`config.mk`:
```
export PLATFORM = sky130hd
export DESIGN_NAME = fu_md_iter
export DESIGN_NICKNAME = d
export VERILOG_FILES = /design/src/rtl/fu_md_iter.sv
export SDC_FILE = /design/constraint.sdc
export NUM_CORES = 1
export LEC_CHECK = 0
export CAP_MARGIN = 0
export CORE_ASPECT_RATIO = 1.2
export CORE_MARGIN = 4
export CORE_UTILIZATION = 50
export DETAILED_ROUTE_END_ITERATION = 10
export DONT_BUFFER_PORTS = 1
export SKIP_CTS_REPAIR_TIMING = 1
export SYNTH_ARGS = -nofsm -noshare
export SYNTH_HDL_FRONTEND = slang
export SYNTH_SLANG_ARGS = --single-unit
```
`constraint.sdc`:
```
create_clock -name clk -period 10.2 [get_ports clk]
set_clock_uncertainty 0.15 [all_clocks]
set_input_delay 2.04 -clock clk [delete_from_list [all_inputs] [get_ports clk]]
set_output_delay 2.04 -clock clk [all_outputs]
set_load 0.01 [all_outputs]
```
`src/rtl/fu_md_iter.sv`:
```
// rtl/fu_md_iter.sv - iterative RV M-extension multiply/divide unit with fast paths
module fu_md_iter #(
  parameter int XLEN     = 32,
  parameter int MUL_BITS = 4,
  parameter int DIV_BITS = 1,
  parameter int TAG_W    = 16
) (
  input  logic             clk,
  input  logic             rst_n,
  input  logic             flush,
  input  logic             prv_valid,
  output logic             prv_ready,
  input  logic [2:0]       op,
  input  logic [XLEN-1:0]  rs1,
  input  logic [XLEN-1:0]  rs2,
  input  logic [TAG_W-1:0] tag_in,
  output logic             nxt_valid,
  input  logic             nxt_ready,
  output logic [XLEN-1:0]  out_value,
  output logic [TAG_W-1:0] out_tag
);

  localparam int N_MUL = XLEN / MUL_BITS;
  localparam int N_DIV = XLEN / DIV_BITS;
  localparam int CNT_W = $clog2(XLEN + 1);
  localparam logic [CNT_W-1:0] MUL_LAST = CNT_W'(N_MUL - 1);
  localparam logic [CNT_W-1:0] DIV_LAST = CNT_W'(N_DIV - 1);

  generate
    if ((XLEN % MUL_BITS) != 0 || (DIV_BITS != 1 && DIV_BITS != 2) || (XLEN % DIV_BITS) != 0) begin : g_bad_param
      $error("fu_md_iter: MUL_BITS and DIV_BITS must divide XLEN, DIV_BITS must be 1 or 2");
    end
  endgenerate

  typedef enum logic [1:0] {IDLE, CALC, FIX, DONE} state_t;

  state_t                state, state_nxt;
  logic                  accept;
  logic [2:0]            op_q;
  logic [XLEN-1:0]       a_abs, b_abs;
  logic                  a_neg, b_neg;
  logic [CNT_W-1:0]      cnt;
  logic [CNT_W-1:0]      last_cnt;
  // Multiply: {high partial sum, remaining multiplier bits}; divide: {remainder, quotient/dividend}
  logic [2*XLEN-1:0]     acc;

  // Accept-time operand decode
  logic                  is_div, a_sgn, b_sgn, in_a_neg, in_b_neg;
  logic [XLEN-1:0]       in_a_abs, in_b_abs;
  logic                  div_zero, div_ovf, fast;
  logic [XLEN-1:0]       fast_value;

  // Operand signedness, magnitudes and the divide special cases
  always_comb begin
    is_div     = op[2];
    a_sgn      = (op == 3'd1) || (op == 3'd2) || (op == 3'd4) || (op == 3'd6);
    b_sgn      = (op == 3'd1) || (op == 3'd4) || (op == 3'd6);
    in_a_neg   = a_sgn && rs1[XLEN-1];
    in_b_neg   = b_sgn && rs2[XLEN-1];
    in_a_abs   = in_a_neg ? -rs1 : rs1;
    in_b_abs   = in_b_neg ? -rs2 : rs2;
    div_zero   = is_div && (rs2 == '0);
    div_ovf    = is_div && !op[0] && (rs1 == {1'b1, {(XLEN-1){1'b0}}}) && (rs2 == '1);
    fast       = div_zero || div_ovf;
    fast_value = '0;
    if (div_zero) fast_value = op[1] ? rs1 : '1;
    else          fast_value = op[1] ? '0 : rs1;
  end

  // Next state and handshake outputs; flush overrides everything
  always_comb begin
    state_nxt = state;
    nxt_valid = (state == DONE);
    prv_ready = !flush && ((state == IDLE) || ((state == DONE) && nxt_ready));
    accept    = prv_valid && prv_ready;
    last_cnt  = op_q[2] ? DIV_LAST : MUL_LAST;
    case (state)
      IDLE: if (accept) state_nxt = fast ? DONE : CALC;
      CALC: if (cnt == last_cnt) state_nxt = FIX;
      FIX:  state_nxt = DONE;
      DONE: if (nxt_ready) state_nxt = accept ? (fast ? DONE : CALC) : IDLE;
      default: state_nxt = IDLE;
    endcase
    if (flush) state_nxt = IDLE;
  end

  // State register
  always_ff @(posedge clk or negedge rst_n) begin
    if (!rst_n) state <= IDLE;
    else        state <= state_nxt;
  end

  // One multiply step: add |a| times the low MUL_BITS multiplier digit into the high half
  logic [XLEN+MUL_BITS-1:0] partial, mul_sum;
  logic [2*XLEN-1:0]        mul_step;

  always_comb begin
    partial = '0;
    for (int i = 0; i < MUL_BITS; i++) begin
      if (acc[i]) partial = partial + ({{MUL_BITS{1'b0}}, a_abs} << i);
    end
    mul_sum = {{MUL_BITS{1'b0}}, acc[2*XLEN-1:XLEN]} + partial;
  end

  generate
    if (MUL_BITS < XLEN) begin : g_mul_shift
      assign mul_step = {mul_sum, acc[XLEN-1:MUL_BITS]};
    end else begin : g_mul_whole
      assign mul_step = mul_sum;
    end
  endgenerate

  // DIV_BITS restoring division steps: shift the pair left, subtract the divisor if it fits
  logic [2*XLEN-1:0] div_step;
  logic [XLEN:0]     r_ext, diff;

  always_comb begin
    div_step = acc;
    r_ext    = '0;
    diff     = '0;
    for (int k = 0; k < DIV_BITS; k++) begin
      r_ext    = div_step[2*XLEN-1:XLEN-1];
      diff     = r_ext - {1'b0, b_abs};
      div_step = {div_step[2*XLEN-2:0], 1'b0};
      if (!diff[XLEN]) begin
        div_step[2*XLEN-1:XLEN] = diff[XLEN-1:0];
        div_step[0]             = 1'b1;
      end
    end
  end

  // Sign correction and half/quotient/remainder selection for the FIX cycle
  logic [2*XLEN-1:0] prod_s;
  logic [XLEN-1:0]   quo, rem, fix_value;

  always_comb begin
    prod_s    = (a_neg ^ b_neg) ? -acc : acc;
    quo       = acc[XLEN-1:0];
    rem       = acc[2*XLEN-1:XLEN];
    fix_value = '0;
    if (op_q[2]) begin
      if (op_q[1]) fix_value = a_neg ? -rem : rem;
      else         fix_value = (a_neg ^ b_neg) ? -quo : quo;
    end else begin
      fix_value = (op_q[1:0] == 2'd0) ? prod_s[XLEN-1:0] : prod_s[2*XLEN-1:XLEN];
    end
  end

  // Datapath registers: load on accept, iterate in CALC, publish the result in FIX
  always_ff @(posedge clk or negedge rst_n) begin
    if (!rst_n) begin
      op_q      <= '0;
      a_abs     <= '0;
      b_abs     <= '0;
      a_neg     <= 1'b0;
      b_neg     <= 1'b0;
      cnt       <= '0;
      acc       <= '0;
      out_value <= '0;
      out_tag   <= '0;
    end else if (accept) begin
      op_q    <= op;
      out_tag <= tag_in;
      a_abs   <= in_a_abs;
      b_abs   <= in_b_abs;
      a_neg   <= in_a_neg;
      b_neg   <= in_b_neg;
      cnt     <= '0;
      acc     <= is_div ? {{XLEN{1'b0}}, in_a_abs} : {{XLEN{1'b0}}, in_b_abs};
      if (fast) out_value <= fast_value;
    end else if (state == CALC) begin
      cnt <= cnt + 1'b1;
      acc <= op_q[2] ? div_step : mul_step;
    end else if (state == FIX) begin
      out_value <= fix_value;
    end
  end

endmodule

```
* After elaboration in Yosys (flattened, before gate mapping) *
Index checks and enable logic that the tools add are counted.

word-level totals
  flip-flop bits (word level) = 189
  bits in latches = 0
  RAM bits = 0
  ROM bits = 0
  input bits = 88
  output and inout bits = 50
  word-level logic and storage cells = 97
  memories = 0

cells by class
  $add $sub $neg = 11
  $mul = 0
  div/mod/pow operators = 0
  magnitude comparators = 0
  equal/unequal tests = 15
  shift-type cells = 0
  muxes and demuxes = 35
  bitwise operators = 1
  reduce and logical (&&, ||, !) cells = 25

operator list
  cell                  number
  $mux 32               17
  $mux 64               4
  $neg 32->32           4
  $mux 36               3
  $eq 32x32->1 const B  2
  $neg 64->64           1
  $add 32x36->36        1
  $add 36x33->36        1
  $add 36x34->36        1
  $add 36x35->36        1
  $sub 33x32->33        1
  $logic_not 32->1      1
  $mux 2                6
  $mux 6                2
  $logic_and 1x1->1     9
  $pmux 2 s4            1
  $logic_or 1x1->1      7
  $add 6x1->6 const B   1
  $eq 3x3->1 const B    2
  $eq 6x5->1            1
  $ne 3x3->1 const B    2
  $reduce_and 3->1      2
  $mux 5                1
  $eq 2x2->1 const B    2
  other kinds (11)      14

* Longest topological paths before layout *
  depth in word-level cells = 11
  gate-level depth with buffers = 45
  depth with buffers taken out = 44

* Worst setup path after synthesis *
Ideal clock, no wire load.

  path kind = flip-flop to flip-flop
  start = register acc[0]
  end = register acc[59]
  setup time = 0.126 ns
  data arrival time = 8.466 ns
  required time = 9.924 ns
  path slack = 1.458 ns
  cell stages (with the launch flop) = 41
  path buffers = 3
  clock period less this slack = 8.742 ns
  cell sequence = dfrtp_1 -> clkbuf_1 -> clkbuf_1 -> clkbuf_1 -> and2_1 -> fa_1 -> o32a_1 -> o221ai_1 -> o21ai_0 -> a21o_1 -> a21o_1 -> xor2_1 -> mux2_2 -> ha_1 -> and2_1 -> and3_1 -> a211oi_1 -> o21bai_1 -> [... 5 more ...] -> nand4_1 -> a2111oi_0 -> o21a_1 -> a221oi_1 -> xnor2_1 -> mux2_2 -> ha_1 -> nand2_1 -> nor2_1 -> nand3_1 -> o2bb2ai_1 -> nor3_1 -> o31ai_1 -> nand2_1 -> nand2_1 -> a21oi_1 -> xnor2_1 -> a221o_1

on the way
  longest elaborated chain between the ends = 11

ends and longest elaborated chain
  item                      RTL line  source
  start: declaration        45        logic [2*XLEN-1:0] acc;
  start signal: assignment  169       acc <= is_div ? {{XLEN{1'b0}}, in_a_abs} : {{XLEN{1'b0}}, in_b_abs};
  start signal: assignment  173       acc <= op_q[2] ? div_step : mul_step;
  $mux 32 (*)               100       if (acc[i]) partial = partial + ({{MUL_BITS{1'b0}}, a_abs} << i);
  $add 36x33->36            100
  $mux 36 (*)               100
  $add 36x34->36            100
  $mux 36 (*)               100
  $add 36x35->36            100
  $mux 36 (*)               100
  $add 32x36->36 (*)        102       mul_sum = {{MUL_BITS{1'b0}}, acc[2*XLEN-1:XLEN]} + partial;
  $mux 64 (*)               173
  $mux 64 (*)               171       end else if (state == CALC) begin
  $mux 64 (*)               161       end else if (accept) begin

Mark *: on every way between the ends. The rest lies on a longest branch, timed or not. The select of a mux whose other input is x is not followed.
A chain may end at the register's enable or synchronous reset.

* Worst setup path after layout *
  start = register a_abs[1]
  end = register acc[63]

on the way
  longest elaborated chain between the ends = 11

ends and longest elaborated chain
  item                      RTL line  source
  start: declaration        40        logic [XLEN-1:0] a_abs, b_abs;
  start signal: assignment  164       a_abs <= in_a_abs;
  $mux 32                   100
  $add 36x33->36            100
  $mux 36                   100
  $add 36x34->36            100
  $mux 36                   100
  $add 36x35->36            100
  $mux 36 (*)               100
  $add 32x36->36 (*)        102
  $mux 64 (*)               173
  $mux 64 (*)               171
  $mux 64 (*)               161

Marked as above.

==> impl_metrics.yaml <==
floorplan:
  die-area_um2: 48300
  fp.coreArea_um2: 44000
  die_y_um: 240
  num_rows: 84
  die_x_um: 201
  ios: 138
  initial_core_util_pct: 50.9
clock_tree:
  root_buffer: "clkbuf_16"
  clk_pin_slew_ps: 80
  cts_buffer_depth: 2
  worst_skew_pair.late_latency_ps: 470
  cts.sinks: 189
  htree_levels: 4
  cts_made_buffers: 17
  cts_tree: "built"
logic_synthesis:
  synth_top_family_by_area: "compound AO/OA/AOI/OAI gates"
  synth-seq-cells: 189
  syn_nets: 3208
  synth_top_area_share_pct: 21.1
  synth_compound_area_share_pct: 27.4
  ys_seq_area_share_pct: 21.1
  synth_edf_count: 0
  synthTopCellsByArea: "dfrtp_1 21%, ha_1 9.2%, xnor2_1 6.2%"
  synth-simple-area-share_pct: 19.3
  yosys.area_share.adder_pct: 10.7
  muxShareOfSynthArea_pct: 5.38
  synth_xor_area_share_pct: 11.5
  post_synth.cell_area_avg_um2: 7.59
  yosysTopAreaCell: "dfrtp_1"
  synthArstFlopShare_pct: 100
  syn-instance-count: 2951
  yosysUniqueCellTypes: 92
  ys_warn_count: 0
  synth_area_um2: 22400
  ys.flop_type: "dfrtp_1"
critical_path:
  crit_required_ps: 10400
  crit_arrival_ps: 9640
  cp_num_buf_inv: 1
  crit_type: "flop to flop"
  cp-start-kind: "flop"
  cpPeakStageDelay_ps: 500
  cp_max_fo: 7
  critPathTopFamily: "compound AO/OA/AOI/OAI gates"
  critPathSlowestCell: "fa_1"
  r2r_start: "a_abs[1]"
  worstRegToRegCells: 39
  r2r-end: "acc[63]"
  ff2ff_setup_slack_ps: 760
  cpMostUsedCell: "ha_1"
  critPathCaptureType: "flop"
  crit_start: "a_abs[1]"
final_layout:
  drive_above_1_share_pct: 6.30
  final_cell_mix: "339 x nand2_1, 268 x o21ai_0, 260 x a21oi_1"
  area_growth_pct: 3.82
  regArea_um2: 4740
  layout_commonest_cell: "nand2_1"
  fillers: 4389
  final_area_um2: 23300
  final_util_pct: 52.8
  insertedDiodeCount: 0
  nNetsFinal: 3084
  multi_input_area_um2: 16700
worst_hold_path:
  holdPathStages: 2
  hold_start: "b_abs[7]"
  hp-class: "flop to flop"
  hold-path-endpoint: "b_abs[7]"
routing:
  wl_per_cell_um: 24.1
  vias_per_cell: 6.48
  met2_wirelength_mm: 38.8
  num_vias: 22000
  ant_nets: 0
  wl_met3_mm: 4.50
  top_layer_used: "met4"
  first_pass_iters: 5
  route.detailed.drc: 0
  drt_iter0_drc: 1663
  drt-met1-wl_mm: 32.9
  routed_wl_mm: 81.8
pwr:
  p_leak_nw: 10.1
  power_density_nw_per_um2: 415
  swShare_pct: 53.5
  intPower_mw: 4.49
  seq_power_share_pct: 16.2
  power_frac_clock_pct: 7.0
  pwr-share-comb_pct: 76.8
  power.total_mw: 9.65
  power.switching_mw: 5.17
  peakVddDrop_mv: 0.153
timing:
  slew_viol_final: 0
  fin_crit_sh_pct: 92.6
  period_needed_ps: 9440
  timing.fmax_mhz: 106
  hold_viol: 0
  slew_headroom_pct: 30.4
  setup_tns_ps: 0
  tightest_slew_ps: 1040
  rsz0062_at_grt: "false"
  setup_viol: 0
global_route:
  grt.total_usage_pct: 33.0
  grt_pass1_vias: 21300
  grt_overflow_total: 0
  grt_pass1_wl_mm: 126
  antenna_found_initial: 1
  grt_max_degree: 190
placement:
  dpl_cell_area_um2: 22700
  dp_hpwl_mm: 63.7
  globalplace.congestion: 0.972
  numPortBuffers: 0
flow_run:
  drv_cap: 0
run_status:
  status: "finished, final reports clean"
==> stage by stage <==
| stage | cells | hold WS (ps) | setup slack (ps) |
|---|---|---|---|
| global placement | 3367 | 317 | 875 |
| floorplan | 2951 | 300 | 1460 |
| detailed placement | 3367 | 324 | 567 |
| CTS | 3399 | 341 | 528 |
| finish | 3399 | 337 | 759 |
| global route | 3399 | 367 | 16.1 |
==> flip-flops by register name, summed over array words and instances, names as in the netlist <==
register	flops
b_neg	1
a_neg	1
out_value	32
op_q	3
state	2
cnt	6
b_abs	32
out_tag	16
a_abs	32
acc	64
==> layer usage <==
metal / global-route usage, % / vias to the layer above
met3: 3.68 / 216
li1: - / 10500
met2: 56.8 / 828
met4: 19.5 / 0
met5: 0 / -
met1: 40.3 / 10500
==> power groups by stage <==
stage | clock network [mW] | logic (mW) | registers (mW)
final | 0.675 | 7.42 | 1.56
after global routing | 0.714 | 8.18 | 1.60
after CTS | 0.687 | 7.31 | 1.55
after detailed placement | 0 | 7.25 | 1.56
after global placement | 0 | 7.17 | 1.56
after floorplan | 0 | 5.85 | 1.26
==> cells by family after synthesis <==
| kind of cell | after synthesis |
|---|---|
| AO/OA/AOI/OAI | 979 |
| AND/OR/NAND/NOR | 917 |
| adder cells (fa/ha/maj) | 194 |
| flip-flops | 189 |
| multiplexers | 113 |
| XOR/XNOR | 294 |
| buffers and inverters | 265 |
==> worst reg2reg max path, delay by kind of cell, from the launching register on <==
kind            cells  cell delay, ps
compound gates     19            4670
fa+ha+maj           5            1820
simple gates        8             970
mux                 3             640
flops               1             460
xor+xnor            3             390
buf+inv             1             220
==> area by class of cell <==
cell class	count	share of cell area (%)
Clock buffer	17	1.83
Clock inverter	15	0.554
Inverter	95	1.53
Multi-Input combinational cell	2497	71.9
Sequential cell	189	20.4
Tap cell	559	3.01
Timing Repair Buffer	27	0.871
==> worst max path at each step <==
| stage | endpoint | cells past startpoint |
|---|---|---|
| 6_report | acc[63] | 39 |
| 2_1_floorplan | acc[59] | 40 |
| 3_5_place_dp | acc[63] | 39 |
| 4_1_cts | acc[63] | 40 |
| 3_3_place_gp | acc[59] | 38 |
| 5_1_grt | acc[62] | 43 |
==> synth_stat cells, types with 25 or more instances <==
cell and instances:
a211oi_1 33, a21o_1 78, a21oi_1 260, a31oi_1 35, and2_1 38, clkbuf_1 131
dfrtp_1 189, ha_1 164, inv_1 92, maj3_1 25, mux2_2 59, mux2i_1 54
nand2_1 340, nand2b_1 27, nand3_1 59, nand4_1 27, nor2_1 222, nor3_1 59
o211ai_1 46, o21a_1 32, o21ai_0 271, o31ai_1 28, xnor2_1 159, xor2_1 135
No activity file was read; power rests on OpenSTA's default activity.
